===== src/rtl/hyperbus_pkg.sv =====
// Shared HyperBus definitions: one-hot bridge/controller state encoding and burst geometry.
package hyperbus_pkg;

    localparam int unsigned HB_STATE_W = 5;

    localparam logic [HB_STATE_W-1:0] StIdle = 5'b00001;
    localparam logic [HB_STATE_W-1:0] StReq  = 5'b00010;
    localparam logic [HB_STATE_W-1:0] StXfer = 5'b00100;
    localparam logic [HB_STATE_W-1:0] StDone = 5'b01000;
    localparam logic [HB_STATE_W-1:0] StErr  = 5'b10000;

    localparam int unsigned HB_WORDS_PER_ACCESS = 2;

    // Wishbone 32-bit word index to HyperBus halfword address of its low half.
    function automatic logic [31:0] hb_word_addr(input logic [29:0] wb_word);
        return {1'b0, wb_word, 1'b0};
    endfunction

endpackage


===== src/rtl/hyperbus_wb_bridge.sv =====
// Wishbone classic slave to HyperBus controller bridge: one 32-bit access = one 2-halfword burst.
// Optional watchdog on REQ/XFER enabled by defining HBUS_BRIDGE_TIMEOUT_EN.
module hyperbus_wb_bridge #(
    parameter int unsigned TIMEOUT_CYCLES = 64
) (
    input  logic        clk,
    input  logic        rstn,
    input  logic        wb_cyc_i,
    input  logic        wb_stb_i,
    input  logic        wb_we_i,
    input  logic [31:0] wb_adr_i,
    input  logic [31:0] wb_dat_i,
    input  logic [3:0]  wb_sel_i,
    output logic [31:0] wb_dat_o,
    output logic        wb_ack_o,
    output logic        wb_err_o,
    output logic [31:0] hb_addr_o,
    output logic [15:0] hb_din_o,
    input  logic [15:0] hb_dout_i,
    input  logic        hb_dready_i,
    input  logic        hb_dvalid_i,
    input  logic        hb_busy_i,
    output logic        hb_wrq_o,
    output logic        hb_rrq_o,
    input  logic        hb_error_i
);
    import hyperbus_pkg::*;

    localparam logic [1:0] WordsFull = 2'(HB_WORDS_PER_ACCESS);

    logic [HB_STATE_W-1:0] state_q, state_d;
    logic        we_q, we_d;
    logic [1:0]  wcnt_q, wcnt_d;
    logic        resp_err_q, resp_err_d;
    logic        abort_q, abort_d;
    logic [31:0] addr_q, addr_d;
    logic [15:0] din_q, din_d;
    logic [15:0] wdata_hi_q, wdata_hi_d;
    logic [31:0] rdata_q, rdata_d;
    logic [31:0] dat_q, dat_d;
    logic        timeout;
    logic        unused_adr;

    assign unused_adr = ^wb_adr_i[1:0];

    always_comb begin
        state_d    = state_q;
        we_d       = we_q;
        wcnt_d     = wcnt_q;
        resp_err_d = resp_err_q;
        abort_d    = abort_q;
        addr_d     = addr_q;
        din_d      = din_q;
        wdata_hi_d = wdata_hi_q;
        rdata_d    = rdata_q;
        dat_d      = dat_q;
        unique case (state_q)
            StIdle: begin
                if (wb_cyc_i && wb_stb_i) begin
                    abort_d = 1'b0;
                    wcnt_d  = '0;
                    // Partial writes and a sticky controller error are refused locally.
                    if (hb_error_i || (wb_we_i && wb_sel_i != 4'hF)) begin
                        resp_err_d = 1'b1;
                        state_d    = StDone;
                    end else if (!hb_busy_i) begin
                        resp_err_d = 1'b0;
                        we_d       = wb_we_i;
                        addr_d     = hb_word_addr(wb_adr_i[31:2]);
                        din_d      = wb_dat_i[15:0];
                        wdata_hi_d = wb_dat_i[31:16];
                        state_d    = StReq;
                    end
                end
            end
            StReq: begin
                if (!wb_cyc_i) abort_d = 1'b1;
                if (hb_error_i) begin
                    state_d = StErr;
                end else if (timeout) begin
                    resp_err_d = 1'b1;
                    state_d    = StDone;
                end else if (hb_busy_i) begin
                    state_d = StXfer;
                end
            end
            StXfer: begin
                if (!wb_cyc_i) abort_d = 1'b1;
                if (hb_error_i) begin
                    state_d = StErr;
                end else if (timeout) begin
                    resp_err_d = 1'b1;
                    state_d    = StDone;
                end else begin
                    if (we_q && hb_dready_i && wcnt_q != WordsFull) begin
                        wcnt_d = wcnt_q + 2'd1;
                        if (wcnt_q == 2'd0) din_d = wdata_hi_q;
                    end
                    if (!we_q && hb_dvalid_i && wcnt_q != WordsFull) begin
                        wcnt_d = wcnt_q + 2'd1;
                        if (wcnt_q == 2'd0) rdata_d[15:0] = hb_dout_i;
                        else                rdata_d[31:16] = hb_dout_i;
                    end
                    if (!hb_busy_i) begin
                        resp_err_d = (wcnt_q != WordsFull);
                        state_d    = StDone;
                        if (!we_q && wcnt_q == WordsFull) dat_d = rdata_q;
                    end
                end
            end
            StDone, StErr: state_d = StIdle;
            default:       state_d = StIdle;
        endcase
    end

    always_ff @(posedge clk or negedge rstn) begin
        if (!rstn) begin
            state_q    <= StIdle;
            we_q       <= 1'b0;
            wcnt_q     <= '0;
            resp_err_q <= 1'b0;
            abort_q    <= 1'b0;
            addr_q     <= '0;
            din_q      <= '0;
            wdata_hi_q <= '0;
            rdata_q    <= '0;
            dat_q      <= '0;
        end else begin
            state_q    <= state_d;
            we_q       <= we_d;
            wcnt_q     <= wcnt_d;
            resp_err_q <= resp_err_d;
            abort_q    <= abort_d;
            addr_q     <= addr_d;
            din_q      <= din_d;
            wdata_hi_q <= wdata_hi_d;
            rdata_q    <= rdata_d;
            dat_q      <= dat_d;
        end
    end

`ifdef HBUS_BRIDGE_TIMEOUT_EN
    localparam int unsigned ToW = $clog2(TIMEOUT_CYCLES + 1);
    logic [ToW-1:0] to_q;

    always_ff @(posedge clk or negedge rstn) begin
        if (!rstn) begin
            to_q <= '0;
        end else if (state_q == StIdle && state_d == StReq) begin
            to_q <= ToW'(TIMEOUT_CYCLES - 1);
        end else if ((state_q == StReq || state_q == StXfer) && to_q != '0) begin
            to_q <= to_q - 1'b1;
        end
    end

    assign timeout = (state_q == StReq || state_q == StXfer) && (to_q == '0);
`else
    logic unused_timeout_cfg;
    assign unused_timeout_cfg = ^TIMEOUT_CYCLES;
    assign timeout = 1'b0;
`endif

    // An abandoned cycle still runs the burst to completion but answers nobody.
    assign wb_ack_o  = (state_q == StDone) && !resp_err_q && !abort_q;
    assign wb_err_o  = ((state_q == StDone && resp_err_q) || state_q == StErr) && !abort_q;
    assign hb_rrq_o  = (state_q == StReq) && !we_q;
    assign hb_wrq_o  = (state_q == StReq) && we_q;
    assign hb_addr_o = addr_q;
    assign hb_din_o  = din_q;
    assign wb_dat_o  = dat_q;

endmodule


===== config.mk =====
export PLATFORM = sky130hd
export DESIGN_NAME = hyperbus_wb_bridge
export DESIGN_NICKNAME = d
export VERILOG_FILES = /design/src/rtl/hyperbus_pkg.sv /design/src/rtl/hyperbus_wb_bridge.sv
export SDC_FILE = /design/constraint.sdc
export NUM_CORES = 1
export LEC_CHECK = 0
export CORE_UTILIZATION = 40
export DETAILED_ROUTE_END_ITERATION = 10
export DONT_BUFFER_PORTS = 1
export SKIP_LAST_GASP = 1
export SYNTH_ARGS = -nofsm -noshare
export SYNTH_HDL_FRONTEND = slang
export SYNTH_SLANG_ARGS = --single-unit

===== constraint.sdc =====
create_clock -name clk -period 2.2 [get_ports clk]
set_input_delay 0.11 -clock clk [delete_from_list [all_inputs] [get_ports clk]]
set_output_delay 0.11 -clock clk [all_outputs]
set_load 0.01 [all_outputs]

==> results.json <==
{
  "grt_max_degree": 137,
  "async_reset_ff_frac": 1.00,
  "synth_area_leaders": "dfrtp_1 60%, mux2_2 27%, mux2_4 2.7%, buf_2 0.97%, mux2i_1 0.53%",
  "endpoint_kind": "register",
  "place_hpwl_microns": 7210,
  "worst_path_max_delay_cell": "dfrtp_2",
  "synthCells": 360,
  "hold_class": "in -> async",
  "syn2layout_area_growth_pct": 35.2,
  "port_buffers": 0,
  "drc": 0,
  "cts_buffers": 17,
  "yosys.area.top_type": "dfrtp_1",
  "nNetsFinal": 569,
  "grt_pass1_vias": 3573,
  "drt-initial-drc-count": 165,
  "ir_drop_v": 0.000790,
  "yosysWarnings": 0,
  "p_total_mw": 6.94,
  "path_buf_inv": 3,
  "crit_top_cell": "buf_6",
  "status": "finished, violations left",
  "n_antenna_cell": 0,
  "ys_ff_latch": 136,
  "grt_overflow": 0,
  "crit_path_cell_trace": "nor4_4, nand3b_4, buf_6, nor4b_4, buf_6, clkbuf_16, mux2_2",
  "period_share": 0.984,
  "cp_data_arrival_time_ns": 2.46,
  "core_area_sq_mm": 0.0138,
  "violations": "negative hold slack",
  "ys_seq_area_frac": 0.602,
  "final_cell_mix": "134 x dfrtp_1, 130 x mux2_2, 84 x dlygate4sd3_1",
  "fin_ws_ns": 0.0341,
  "wl_per_cell_microns": 18.3,
  "gp_congestion": 0.766,
  "r2r_slack_ns": 0.03,
  "routed-via-count": 3381,
  "viasPerCell": 5.07,
  "track_usage": 0.167,
  "clock_path_buffers": 2,
  "cp.required_ns": 2.49,
  "cp_max_fo": 8,
  "clock_latency_ns": 0.41,
  "max-cap-violations": 0,
  "p_per_area_mw_per_mm2": 907,
  "die_x_microns": 121,
  "synth_edf_count": 0,
  "final_area_sq_mm": 0.00765,
  "path_clk_slew_ns": 0.06,
  "synth_ff_type": "dfrtp_1",
  "htree_num_levels": 4,
  "timing.rr.start": "state_q[4]",
  "layoutNonFillerInstCount": 667,
  "ctsHoldBuffers": 84,
  "sw_frac_of_total": 0.238,
  "dr.pass1.iters": 4,
  "postRouteAntennaNets": 0,
  "drive_gt1_frac": 0.448,
  "cp-start-kind": "register",
  "setup_viol": 0,
  "worstReg2RegEnd": "wb_dat_o[16]",
  "clock_power_share": 0.420,
  "drt_wl_total_microns": 12200,
  "reg2reg_depth": 7,
  "drv_slew": 0,
  "fmaxAchievable_mhz": 462,
  "syn_avg_cell_area_sq_um": 15.7,
  "leakage_nw": 3.62,
  "cts-root-buf": "clkbuf_16",
  "yosysTopAreaCellShare": 0.597,
  "switchingPower_mw": 1.65,
  "num-fill-cells": 1078,
  "pwr-share-comb": 0.095,
  "die_area_sq_mm": 0.0146,
  "cts.sinks": 136,
  "post-route-util": 0.553,
  "cpPeakStageDelay_ns": 0.43,
  "final_common_cell": "dfrtp_1",
  "rsz0062_at_grt": "true",
  "holdWs_ns": -0.612,
  "place_ws_ns": 0.0319,
  "num_rows": 43,
  "synth_cell_type_count": 45,
  "grt_pass1_wl_microns": 18500,
  "skew_ns": 0.00679,
  "die_y_microns": 121,
  "fin_setup_tns_ns": 0,
  "setup.worst_path.class": "reg -> reg",
  "synth_area_sq_mm": 0.00566,
  "antenna_found_initial": 0,
  "cts_tree": "built",
  "place_inst": 536,
  "p_seq_frac": 0.484,
  "hold_viol_final": 136,
  "place_area_sq_mm": 0.00594,
  "period_needed_ns": 2.17,
  "crit_family": "simple AND/OR/NAND/NOR gates",
  "num_io_pins": 177,
  "internal_power_mw": 5.29,
  "initial_core_util": 0.409
}
## power by group through the flow
stage                     clock network (mW)  registers [mW]  logic, mW
after floorplan                            0            3.29      0.474
after detailed placement                   0            3.40      0.530
final                                   2.92            3.36      0.663
after CTS                               2.99            3.36      0.653
after global routing                    3.09            3.41      0.718
after global placement                     0            3.38      0.493
## metal layers
metal | track usage | share of wire | vias up
met5 | 0 | 0 | -
met4 | 0.0741 | 0.014 | 0
met3 | 0.0681 | 0.078 | 10
met2 | 0.268 | 0.50 | 113
met1 | 0.195 | 0.41 | 1745
li1 | - | - | 1513
## registers in the layout, indices dropped and copies added, names as in the netlist
register	flops
resp_err_q	1
hb_din_o	16
hb_addr_o	30
state_q	5
wdata_hi_q	16
we_q	1
wcnt_q	2
abort_q	1
rdata_q	32
wb_dat_o	32
## cells in the mapped netlist, types with 2 or more instances
master / n
buf_6: 2
buf_4: 3
inv_1: 5
nor2_1: 5
buf_2: 11
ha_1: 2
mux2i_1: 3
dfrtp_1: 135
or4_2: 2
mux2_2: 135
o21ai_0: 3
a21oi_1: 3
and2_1: 2
nand4_1: 2
mux2_4: 10
nand2_1: 6
nand3b_1: 3
## worst max-delay path by stage
| stage | from | to | depth (start not counted) |
|---|---|---|---|
| after global placement | state_q[4] | rdata_q[7] | 4 |
| final | state_q[4] | wb_dat_o[16] | 7 |
| after global routing | state_q[4] | wb_dat_o[28] | 7 |
| after CTS | state_q[4] | wb_dat_o[13] | 6 |
| after detailed placement | state_q[4] | wb_dat_o[13] | 6 |
| after floorplan | state_q[1] | rdata_q[22] | 5 |
## final cells by class
| class | count | area [sq um] | share of cell area |
|---|---|---|---|
| timing repair buffer | 112 | 1230 | 0.160 |
| clock buffer | 24 | 492 | 0.0643 |
| clock inverter | 8 | 118 | 0.0154 |
| multi-input combinational | 202 | 2160 | 0.283 |
| inverter | 5 | 18.8 | 0.00245 |
| sequential | 136 | 3410 | 0.445 |
| tap | 180 | 225 | 0.0294 |
## kinds of logic after synthesis
group | after synthesis | share of synthesized area
xor gates and xnor gates | 1 | 0.00155
adders and majority gates | 2 | 0.00442
AOI/OAI and AO/OA | 12 | 0.0170
DFF | 136 | 0.602
other | 1 | 0.000663
buffers and inverters | 23 | 0.0252
and+or+nand+nor | 37 | 0.0487
muxes | 148 | 0.301
## repair_timing
action                                 CTS  global route
buffers inserted                         0            11
endpoints found under the hold margin  237           136
gates resized for setup                  2            13
cloned                                   0             4
pin swaps                                1             4
setup endpoints to repair                1            76
No activity file was read; power rests on OpenSTA's default activity.
